**config.mk**
```make
export PLATFORM = sky130hd
export DESIGN_NAME = undistort_bram_writer
export DESIGN_NICKNAME = d
export VERILOG_FILES = /design/src/rtl/undistort_bram_writer.sv
export SDC_FILE = /design/constraint.sdc
export NUM_CORES = 1
export LEC_CHECK = 0
export BUFFER_PORTS_ARGS = -buffer_cell sky130_fd_sc_hd__buf_2
export CAP_MARGIN = 30
export CORE_UTILIZATION = 55
export CTS_CLUSTER_DIAMETER = 50
export DETAILED_ROUTE_END_ITERATION = 16
export GPL_ROUTABILITY_DRIVEN = 0
export PLACE_DENSITY = 0.9
export SYNTH_ARGS = -nofsm -noshare
export SYNTH_HDL_FRONTEND = slang
export SYNTH_SLANG_ARGS = --single-unit
```
**constraint.sdc**
```tcl
create_clock -name clk -period 4.18 [get_ports clk]
set_clock_uncertainty 0.2 [all_clocks]
set_input_delay 0.209 -clock clk [delete_from_list [all_inputs] [get_ports clk]]
set_output_delay 0.209 -clock clk [all_outputs]
set_load 0.03 [all_outputs]
```
**src/rtl/undistort_bram_writer.sv**
```systemverilog
// undistort_bram_writer: final stage of the undistort datapath.
// Accepts interpolated pixels tagged with destination (u,v), writes them to the
// output frame BRAM at v*COLS+u, counts them, and reports/holds a finished frame
// until the host transfer completes.
//
// Ports:
//   clk, rst            clock (rising edge), asynchronous active-low reset
//   start               one-cycle arm pulse from the control FSM
//   pix_valid/pix_ready pixel handshake; pix_data, pix_u, pix_v are the payload
//   transfer_done       host readout of the output frame complete
//   bram_we/addr/din    output BRAM write port (1-cycle latency after accept)
//   processed_pixels    pixels written this frame
//   bram_writer_done    one-cycle pulse on frame completion
//   frame_ready         frame complete, held until transfer_done
//   busy                high in any state except IDLE
//
// Optional feature macro: UNDISTORT_WRITER_BOUNDS_CHECK_EN
//   Adds oob_count[15:0]; out-of-range pixels are consumed but neither written
//   nor counted as processed, and instead bump the saturating oob_count.
module undistort_bram_writer #(
    parameter int unsigned ROWS    = 240,
    parameter int unsigned COLS    = 320,
    parameter int unsigned DATA_W  = 8,
    parameter int unsigned COORD_W = 9,
    parameter int unsigned ADDR_W  = 17
) (
    input  logic                clk,
    input  logic                rst,
    input  logic                start,
    input  logic                pix_valid,
    output logic                pix_ready,
    input  logic [DATA_W-1:0]   pix_data,
    input  logic [COORD_W-1:0]  pix_u,
    input  logic [COORD_W-1:0]  pix_v,
    input  logic                transfer_done,
    output logic                bram_we,
    output logic [ADDR_W-1:0]   bram_addr,
    output logic [DATA_W-1:0]   bram_din,
    output logic [ADDR_W-1:0]   processed_pixels,
    output logic                bram_writer_done,
    output logic                frame_ready,
    output logic                busy
`ifdef UNDISTORT_WRITER_BOUNDS_CHECK_EN
    ,
    output logic [15:0]         oob_count
`endif
);

    localparam int unsigned     FRAME_PIX = ROWS * COLS;
    localparam logic [ADDR_W-1:0] LAST_CNT = ADDR_W'(FRAME_PIX - 1);
    localparam logic [ADDR_W-1:0] COLS_A   = ADDR_W'(COLS);

    typedef enum logic [1:0] {
        S_IDLE  = 2'd0,
        S_WRITE = 2'd1,
        S_DONE  = 2'd2,
        S_HOLD  = 2'd3
    } state_e;

    state_e              state_q, state_d;
    logic                pix_ready_q, pix_ready_d;
    logic                busy_q, busy_d;
    logic                done_q, done_d;
    logic                frame_ready_q, frame_ready_d;
    logic                we_q, we_d;
    logic [ADDR_W-1:0]   addr_q, addr_d;
    logic [DATA_W-1:0]   din_q, din_d;
    logic [ADDR_W-1:0]   cnt_q, cnt_d;

    logic                accept_c;
    logic                write_c;
    logic [ADDR_W-1:0]   addr_c;

    // pix_ready_q is high exactly while in WRITE, so this is the handshake
    assign accept_c = pix_valid & pix_ready_q;
    assign addr_c   = ADDR_W'(pix_v) * COLS_A + ADDR_W'(pix_u);

`ifdef UNDISTORT_WRITER_BOUNDS_CHECK_EN
    logic        in_range_c;
    logic [15:0] oob_q, oob_d;

    assign in_range_c = (32'(pix_u) < COLS) && (32'(pix_v) < ROWS);
    assign write_c    = accept_c & in_range_c;

    // Out-of-range counter: cleared on arm, saturates at all-ones
    always_comb begin
        oob_d = oob_q;
        if (state_q == S_IDLE && start) begin
            oob_d = '0;
        end else if (accept_c && !in_range_c && oob_q != 16'hFFFF) begin
            oob_d = oob_q + 16'd1;
        end
    end

    always_ff @(posedge clk or negedge rst) begin
        if (!rst) oob_q <= '0;
        else      oob_q <= oob_d;
    end

    assign oob_count = oob_q;
`else
    assign write_c = accept_c;
`endif

    // State register and registered datapath/outputs
    always_ff @(posedge clk or negedge rst) begin
        if (!rst) begin
            state_q       <= S_IDLE;
            pix_ready_q   <= 1'b0;
            busy_q        <= 1'b0;
            done_q        <= 1'b0;
            frame_ready_q <= 1'b0;
            we_q          <= 1'b0;
            addr_q        <= '0;
            din_q         <= '0;
            cnt_q         <= '0;
        end else begin
            state_q       <= state_d;
            pix_ready_q   <= pix_ready_d;
            busy_q        <= busy_d;
            done_q        <= done_d;
            frame_ready_q <= frame_ready_d;
            we_q          <= we_d;
            addr_q        <= addr_d;
            din_q         <= din_d;
            cnt_q         <= cnt_d;
        end
    end

    // Next-state logic; completion is purely count-based
    always_comb begin
        state_d = state_q;
        case (state_q)
            S_IDLE:  if (start) state_d = S_WRITE;
            S_WRITE: if (write_c && cnt_q == LAST_CNT) state_d = S_DONE;
            S_DONE:  state_d = S_HOLD;
            S_HOLD:  if (transfer_done) state_d = S_IDLE;
            default: state_d = S_IDLE;
        endcase
    end

    // Write port and pixel counter
    always_comb begin
        we_d   = write_c;
        addr_d = addr_q;
        din_d  = din_q;
        cnt_d  = cnt_q;
        if (write_c) begin
            addr_d = addr_c;
            din_d  = pix_data;
            cnt_d  = cnt_q + ADDR_W'(1);
        end
        if (state_q == S_IDLE && start) begin
            cnt_d = '0;
        end
    end

    // Control outputs decoded from the upcoming state so they register cleanly
    always_comb begin
        pix_ready_d   = 1'b0;
        busy_d        = 1'b0;
        done_d        = 1'b0;
        frame_ready_d = 1'b0;
        case (state_d)
            S_IDLE:  ;
            S_WRITE: begin
                pix_ready_d = 1'b1;
                busy_d      = 1'b1;
            end
            S_DONE: begin
                done_d = 1'b1;
                busy_d = 1'b1;
            end
            S_HOLD: begin
                frame_ready_d = 1'b1;
                busy_d        = 1'b1;
            end
            default: ;
        endcase
    end

    assign pix_ready        = pix_ready_q;
    assign busy             = busy_q;
    assign bram_writer_done = done_q;
    assign frame_ready      = frame_ready_q;
    assign bram_we          = we_q;
    assign bram_addr        = addr_q;
    assign bram_din         = din_q;
    assign processed_pixels = cnt_q;

endmodule

```
==> results_dict.tcl, run 1 <==
set metrics [dict create \
    synthTopCellsByArea "dfrtp_1, nand2_1, ha_1, xor2_1, nor2_1" \
    rows 24 \
    area_growth_pct 27.8 \
    ys_seq_elements 49 \
    post_cts_resized 0 \
    path_cells "nand2_1 -> buf_4 -> inv_1 -> nand4_1 -> nor2_1 -> nand4_1 -> xor2_1 -> nor2_1" \
    cp-start-kind "register" \
    cts_htree_levels 2 \
    synth_compound_area_frac 0.0986 \
    ir_worst_vdd_v 0.000290 \
    setup_viol 0 \
    clk_pin_slew_ps 80 \
    cts_tree "built" \
    grt_pass1_vias 2215 \
    dpl.hpwl_um 4210 \
    synth_common_cells "nand2_1, dfrtp_1, nor2_1" \
    antenna_found_initial 0 \
    total_power_mw 1.41 \
    avgSynthCellArea_um2 9.50 \
    routed_wirelength_um 5820 \
    via_count 2302 \
    met3_usage 0.0520 \
    grt_overflow 0 \
    grt.busiest_layer "met2" \
    wire_per_inst_um 13.6 \
    dr.pass1.iters 4 \
    synth_nets 330 \
    yosysUniqueCellTypes 47 \
    fp.dieW_um 71.4 \
    syn_area_um2 2650 \
    finalMaxSlewViolations 0 \
    crit_path_top_delay_cell "inv_1" \
    synthArstFlopShare 1.00 \
    cp_top_family "simple AND/OR/NAND/NOR gates" \
    synth_adder_area_share 0.100 \
    slew_headroom 0.335 \
    holdWs_ps 39.2 \
    grt_pass1_wl_um 9800 \
    post_cts_buffers 0 \
    end_kind "register" \
    hold_viol 0 \
    fmax_mhz 395 \
    cts.sinks 49 \
    maxCapViolations 0 \
    cts-buffers-inserted 5 \
    port_buffers 77 \
    synth_area_leader_cell "dfrtp_1" \
    arrival_ps 2480 \
    drt_iter0_drc 100 \
    worstPathRequired_ps 4130 \
    ys.flop_type "dfrtp_1" \
    ant_nets 0 \
    route.detailed.drc 0 \
    drive_gt1_frac 0.255 \
    rsz0062_at_grt "no" \
    dieHeight_um 71.4 \
    slowest_delay_ps 520 \
    yosysMostFrequentCell "nand2_1" \
    post_drt_via_cell_ratio 5.38 \
    cellPowerDensity_nw_per_um2 417 \
    syn_inst 279 \
    core_area_um2 4500 \
    track_usage 0.245 \
    diodes 0 \
    period_needed_ps 2530 \
    hold_path_class "input pin to register" \
    max_slew.worst_pin.slew_ps 993 \
    grt_use_met2 0.418 \
    muxShareOfSynthArea 0 \
    synth_top_area_frac 0.462 \
    nets 426 \
    yosysSeqAreaShare 0.462 \
    clockBufferDepth 2 \
    finalSetupTns_ps 0 \
    crit_type "register to register" \
    finalCritPeriodShare 0.605 \
    synth_top_family_by_area "simple AND/OR/NAND/NOR gates" \
    outcome "finished, final reports clean" \
    die_area_um2 5100 \
    worstSkewPairLatency_ps 300 \
    met1_usage 0.312 \
    io_pins 78 \
    start_util 0.589 \
    cts-root-buf "clkbuf_8" \
    synth_edf_count 0 \
    synth_simple_gate_area_frac 0.243 \
    critical_path.max_fanout 38 \
    cp_num_buf_inv 2 \
    grt_max_degree 39 \
    synth_xor_area_frac 0.0760 \
    p_leak_nw 1.76 \
    utilization 0.753 \
    ys_warn_count 0 \
]
final cells by class:
type | instances | area (um2)
clock buffers | 7 | 86.3
clock inverters | 1 | 30.0
fillers | 317 | 1110
inverters | 7 | 26.3
multi-input cells | 216 | 1370
flip-flops and latches | 49 | 1230
well taps | 52 | 65.1
repair buffers | 96 | 583
final timing paths:
path / from / slack (ps) / cells after the start / to
worst min-delay path: pix_u[6] / 40 / 4 / bram_addr[6]
max in group asynchronous: rst / 3190 / 3 / bram_addr[6]
worst min register to register: bram_din[2] / 270 / 2 / bram_din[2]
worst max-delay path: pix_ready / 1650 / 8 / processed_pixels[11]
worst max register to register: pix_ready / 1650 / 8 / processed_pixels[11]
min in group asynchronous: rst / 110 / 2 / processed_pixels[5]
flip-flops by register name, summed over array words and instances (netlist names), 2 cells and up:
register and count:
state_q 2, processed_pixels 17, bram_addr 17, bram_din 8
report_power, final:
group	internal, mW	switching (mW)
combinational	0.160	0.303
clock	0.195	0.153
sequential	0.540	0.0614
total	0.896	0.518
metrics by stage:
stage | cell area, um2 | setup slack, ps | instances
floorplan | 2650 | 1750 | 279
global placement | 3080 | 1520 | 402
detailed placement | 3100 | 1450 | 403
CTS | 3390 | 1610 | 428
global route | 3390 | 1350 | 428
finish | 3390 | 1650 | 428
metal layers:
| metal | part of all wire | wire, um |
|---|---|---|
| met4 | 0.013 | 73 |
| met2 | 0.48 | 2800 |
| met3 | 0.055 | 321 |
| met1 | 0.45 | 2630 |
| met5 | 0 | 0 |
repair_timing:
item | in CTS | in global routing
hold buffers | 17 | 0
hold endpoints to repair | 65 | 0
setup endpoints to repair | 0 | 0
cells by family after synthesis:
kind of cell	count (synthesis)
AO/OA/AOI/OAI	39
XOR/XNOR	23
adder cells (fa/ha/maj)	20
buffers and inverters	14
flip-flops	49
AND/OR/NAND/NOR	134
tightest hold or removal path, delay by kind of cell:
family        cells  cell delay (ps)
buf+inv           1               80
simple gates      2               90
fa+ha+maj         1              120
cell usage in the layout, fill, tap and decap left out, types with 2 or more instances in the layout:
master / synthesis / routed
o21bai_1: 2 / 2
dlygate4sd3_1: 0 / 17
xor2_1: 18 / 18
a211oi_1: 2 / 2
nand3_1: 8 / 8
nor2_1: 27 / 27
o21ai_0: 12 / 12
dfrtp_1: 49 / 49
xnor2_1: 5 / 5
a21oi_1: 5 / 5
a21o_1: 2 / 2
nand4_1: 4 / 4
or3_1: 2 / 2
a211oi_2: 2 / 2
buf_2: 0 / 77
and3_1: 3 / 3
nand2_1: 67 / 67
ha_1: 18 / 18
nor2b_1: 4 / 4
nor3b_1: 2 / 2
and4_1: 3 / 3
fa_1: 2 / 2
inv_1: 7 / 7
o21ai_1: 4 / 4
clkbuf_8: 0 / 6
nor3_1: 2 / 2
Power figures use the tool's default switching activity.
==> run 2: changes to the inputs <==
ABC_AREA = 1   (was unset)
CORE_UTILIZATION = 47   (was 55)
PLACE_DENSITY = 0.82   (was 0.9)
clock period = 2.3 ns   (was 4.18 ns; I/O delays follow)
==> results_dict.tcl, run 2 <==
set metrics [dict create \
    outcome "finished, final reports clean" \
    slowest_delay_ps 540 \
    ys_seq_elements 49 \
    wire_per_inst_um 12.9 \
    cp-start-kind "input pin" \
    finalMaxSlewViolations 0 \
    worstPathRequired_ps 2300 \
    yosysMostFrequentCell "nand2_1" \
    core_area_um2 5680 \
    cts-root-buf "clkbuf_8" \
    dpl.hpwl_um 5240 \
    synth_edf_count 0 \
    placed_cell_area_um2 3340 \
    hold_viol 0 \
    syn_inst 367 \
    post_drt_via_cell_ratio 5.15 \
    track_usage 0.234 \
    antenna_found_initial 0 \
    cp-startpoint "pix_v[1]" \
    synth_top_area_frac 0.432 \
    avgSynthCellArea_um2 7.73 \
    diodes 0 \
    pwr-share-comb 0.357 \
    via_count 2784 \
    cts_htree_levels 2 \
    crit_type "input pin to register" \
    p_switching_mw 1.10 \
    internal-power_mw 1.77 \
    drt_iter0_drc 134 \
    max_slew.worst_pin.slew_ps 432 \
    cellPowerDensity_nw_per_um2 789 \
    p_clk_frac 0.249 \
    yosysSeqAreaShare 0.432 \
    route.detailed.drc 0 \
    area_growth_pct 28.2 \
    synth_area_leader_cell "dfrtp_1" \
    synthTopCellsByArea "dfrtp_1, nand2_1, ha_1, inv_1, nand3_1" \
    port_buffers 77 \
    dp.cells 517 \
    place_ws_ps -89.2 \
    fill_cells 511 \
    min_from "pix_u[6]" \
    cts-buffers-inserted 5 \
    ir_worst_vdd_v 0.000613 \
    synth_nets 418 \
    grt_pass1_vias 2624 \
    cts.sinks 49 \
    cts_tree "built" \
    ys_warn_count 0 \
    finish.instance_area_um2 3640 \
    nets 519 \
    critical_path.max_fanout 3 \
    path_cells "buf_2 -> ha_1 -> ha_1 -> fa_1 -> nand2_1 -> nor2_1 -> nand2_1 -> a21oi_2 -> nand3_1 -> nor2_1 -> nand2_1 -> nand3_1 -> nand2_1" \
    ant_nets 0 \
    routed_wirelength_um 6980 \
    power_frac_seq 0.395 \
    ys.flop_type "dfrtp_1" \
    synthArstFlopShare 1.00 \
    post_cts_resized 0 \
    finalCritPeriodShare 0.899 \
    yosysUniqueCellTypes 34 \
    mostFrequentLayoutCell "nand2_1" \
    holdWs_ps 0.186 \
    total_power_mw 2.87 \
    syn_area_um2 2840 \
    hold_path_class "input pin to register" \
    worstSkewPairLatency_ps 300 \
    rows 27 \
    setup_viol 0 \
    clockBufferDepth 2 \
    timing.rr.start "processed_pixels[0]" \
    period_needed_ps 2070 \
    maxCapViolations 0 \
    start_util 0.500 \
    cp_num_buf_inv 1 \
    grt_pass1_wl_um 11700 \
    cpMostUsedCell "nand2_1" \
    io_pins 78 \
    synth_common_cells "nand2_1, dfrtp_1, inv_1" \
    utilization 0.641 \
    slew_headroom 0.712 \
    p_leak_nw 2.03 \
    final_cell_count_no_fill 541 \
    power_switching_share 0.384 \
    crit_path_top_delay_cell "fa_1" \
    dr.pass1.iters 5 \
    dieHeight_um 79.7 \
    fmax_mhz 484 \
    layout_common_cells "nand2_1, buf_2, dfrtp_1" \
    grt_overflow 0 \
    die_area_um2 6350 \
    clk_pin_slew_ps 90 \
    finalSetupTns_ps 0 \
    end_kind "register" \
    setup_ws_ps 233 \
    fp.dieW_um 79.7 \
    arrival_ps 2060 \
    cp_top_family "adder cells" \
    rsz0062_at_grt "no" \
    grt_max_degree 36 \
    drive_gt1_frac 0.230 \
]
## run 2: cell count changes in the layout (fill, tap and decap cells not counted), moves of 3 or more
cell | previous run | this run
and4_1 | 3 | 0
nand2_1 | 67 | 133
nand3_1 | 8 | 24
buf_4 | 1 | 8
and3_1 | 3 | 0
o21ai_1 | 4 | 1
xnor2_1 | 5 | 2
xor2_1 | 18 | 3
a21oi_1 | 5 | 9
inv_1 | 7 | 40
nor2_2 | 0 | 3
nor2b_1 | 4 | 0
## run 2: worst paths after layout
check / to / slack [ps] / depth (start not counted)
setup / recovery: bram_addr[15] / 230 / 13
hold / removal: bram_addr[6] / 0.2 / 4
setup reg to reg: busy / 430 / 10
hold reg to reg: bram_din[2] / 280 / 2
max in group asynchronous: bram_addr[14] / 1100 / 3
min in group asynchronous: processed_pixels[8] / 50 / 2
## run 2: worst register-to-register path, stage by stage, from the launching register on
cell and delay (ps):
dfrtp_1 420, ha_1 220, nand2_1 120, nor3_4 180
nand3_2 140, inv_2 110, nand2_1 60, nand2_1 50
nand2_1 50, nor2_2 120, nand2_1 80
## run 2: layout make-up
class                      instances  area [um2]  share of cell area
clock inverter                     3        65.1              0.0179
clock buffer                       5        68.8              0.0189
inverter                          43         161              0.0444
timing repair buffer             101         606               0.166
multi-input combinational        268        1420               0.390
tap                               72        90.1              0.0248
sequential                        49        1230               0.337
## run 2: repair_timing
action,in CTS,in global routing
hold endpoints to repair,66,0
hold buffers,16,0
buffers inserted,0,0
## run 2: cells by family after synthesis
kind of cell,synth area share
adders and majority gates,0.0935
and+or+nand+nor,0.324
DFF,0.432
xor gates and xnor gates,0.0154
AOI/OAI and AO/OA,0.0675
buffers and inverters,0.0675
## run 2: power groups by stage
stage | sequential, mW | combinational [mW] | clock [mW]
final | 1.13 | 1.02 | 0.714
after global routing | 1.15 | 1.12 | 0.771
after CTS | 1.13 | 1.03 | 0.732
after detailed placement | 1.15 | 1.00 | 0
after global placement | 1.14 | 0.971 | 0
after floorplan | 1.42 | 0.405 | 0
## run 2: metal layers
metal	GRT usage	vias to the layer above	wire, um
met5	0	-	0
met4	0.0473	0	45
met3	0.0491	9	452
met2	0.426	114	3530
met1	0.283	1291	2950
li1	-	1370	-
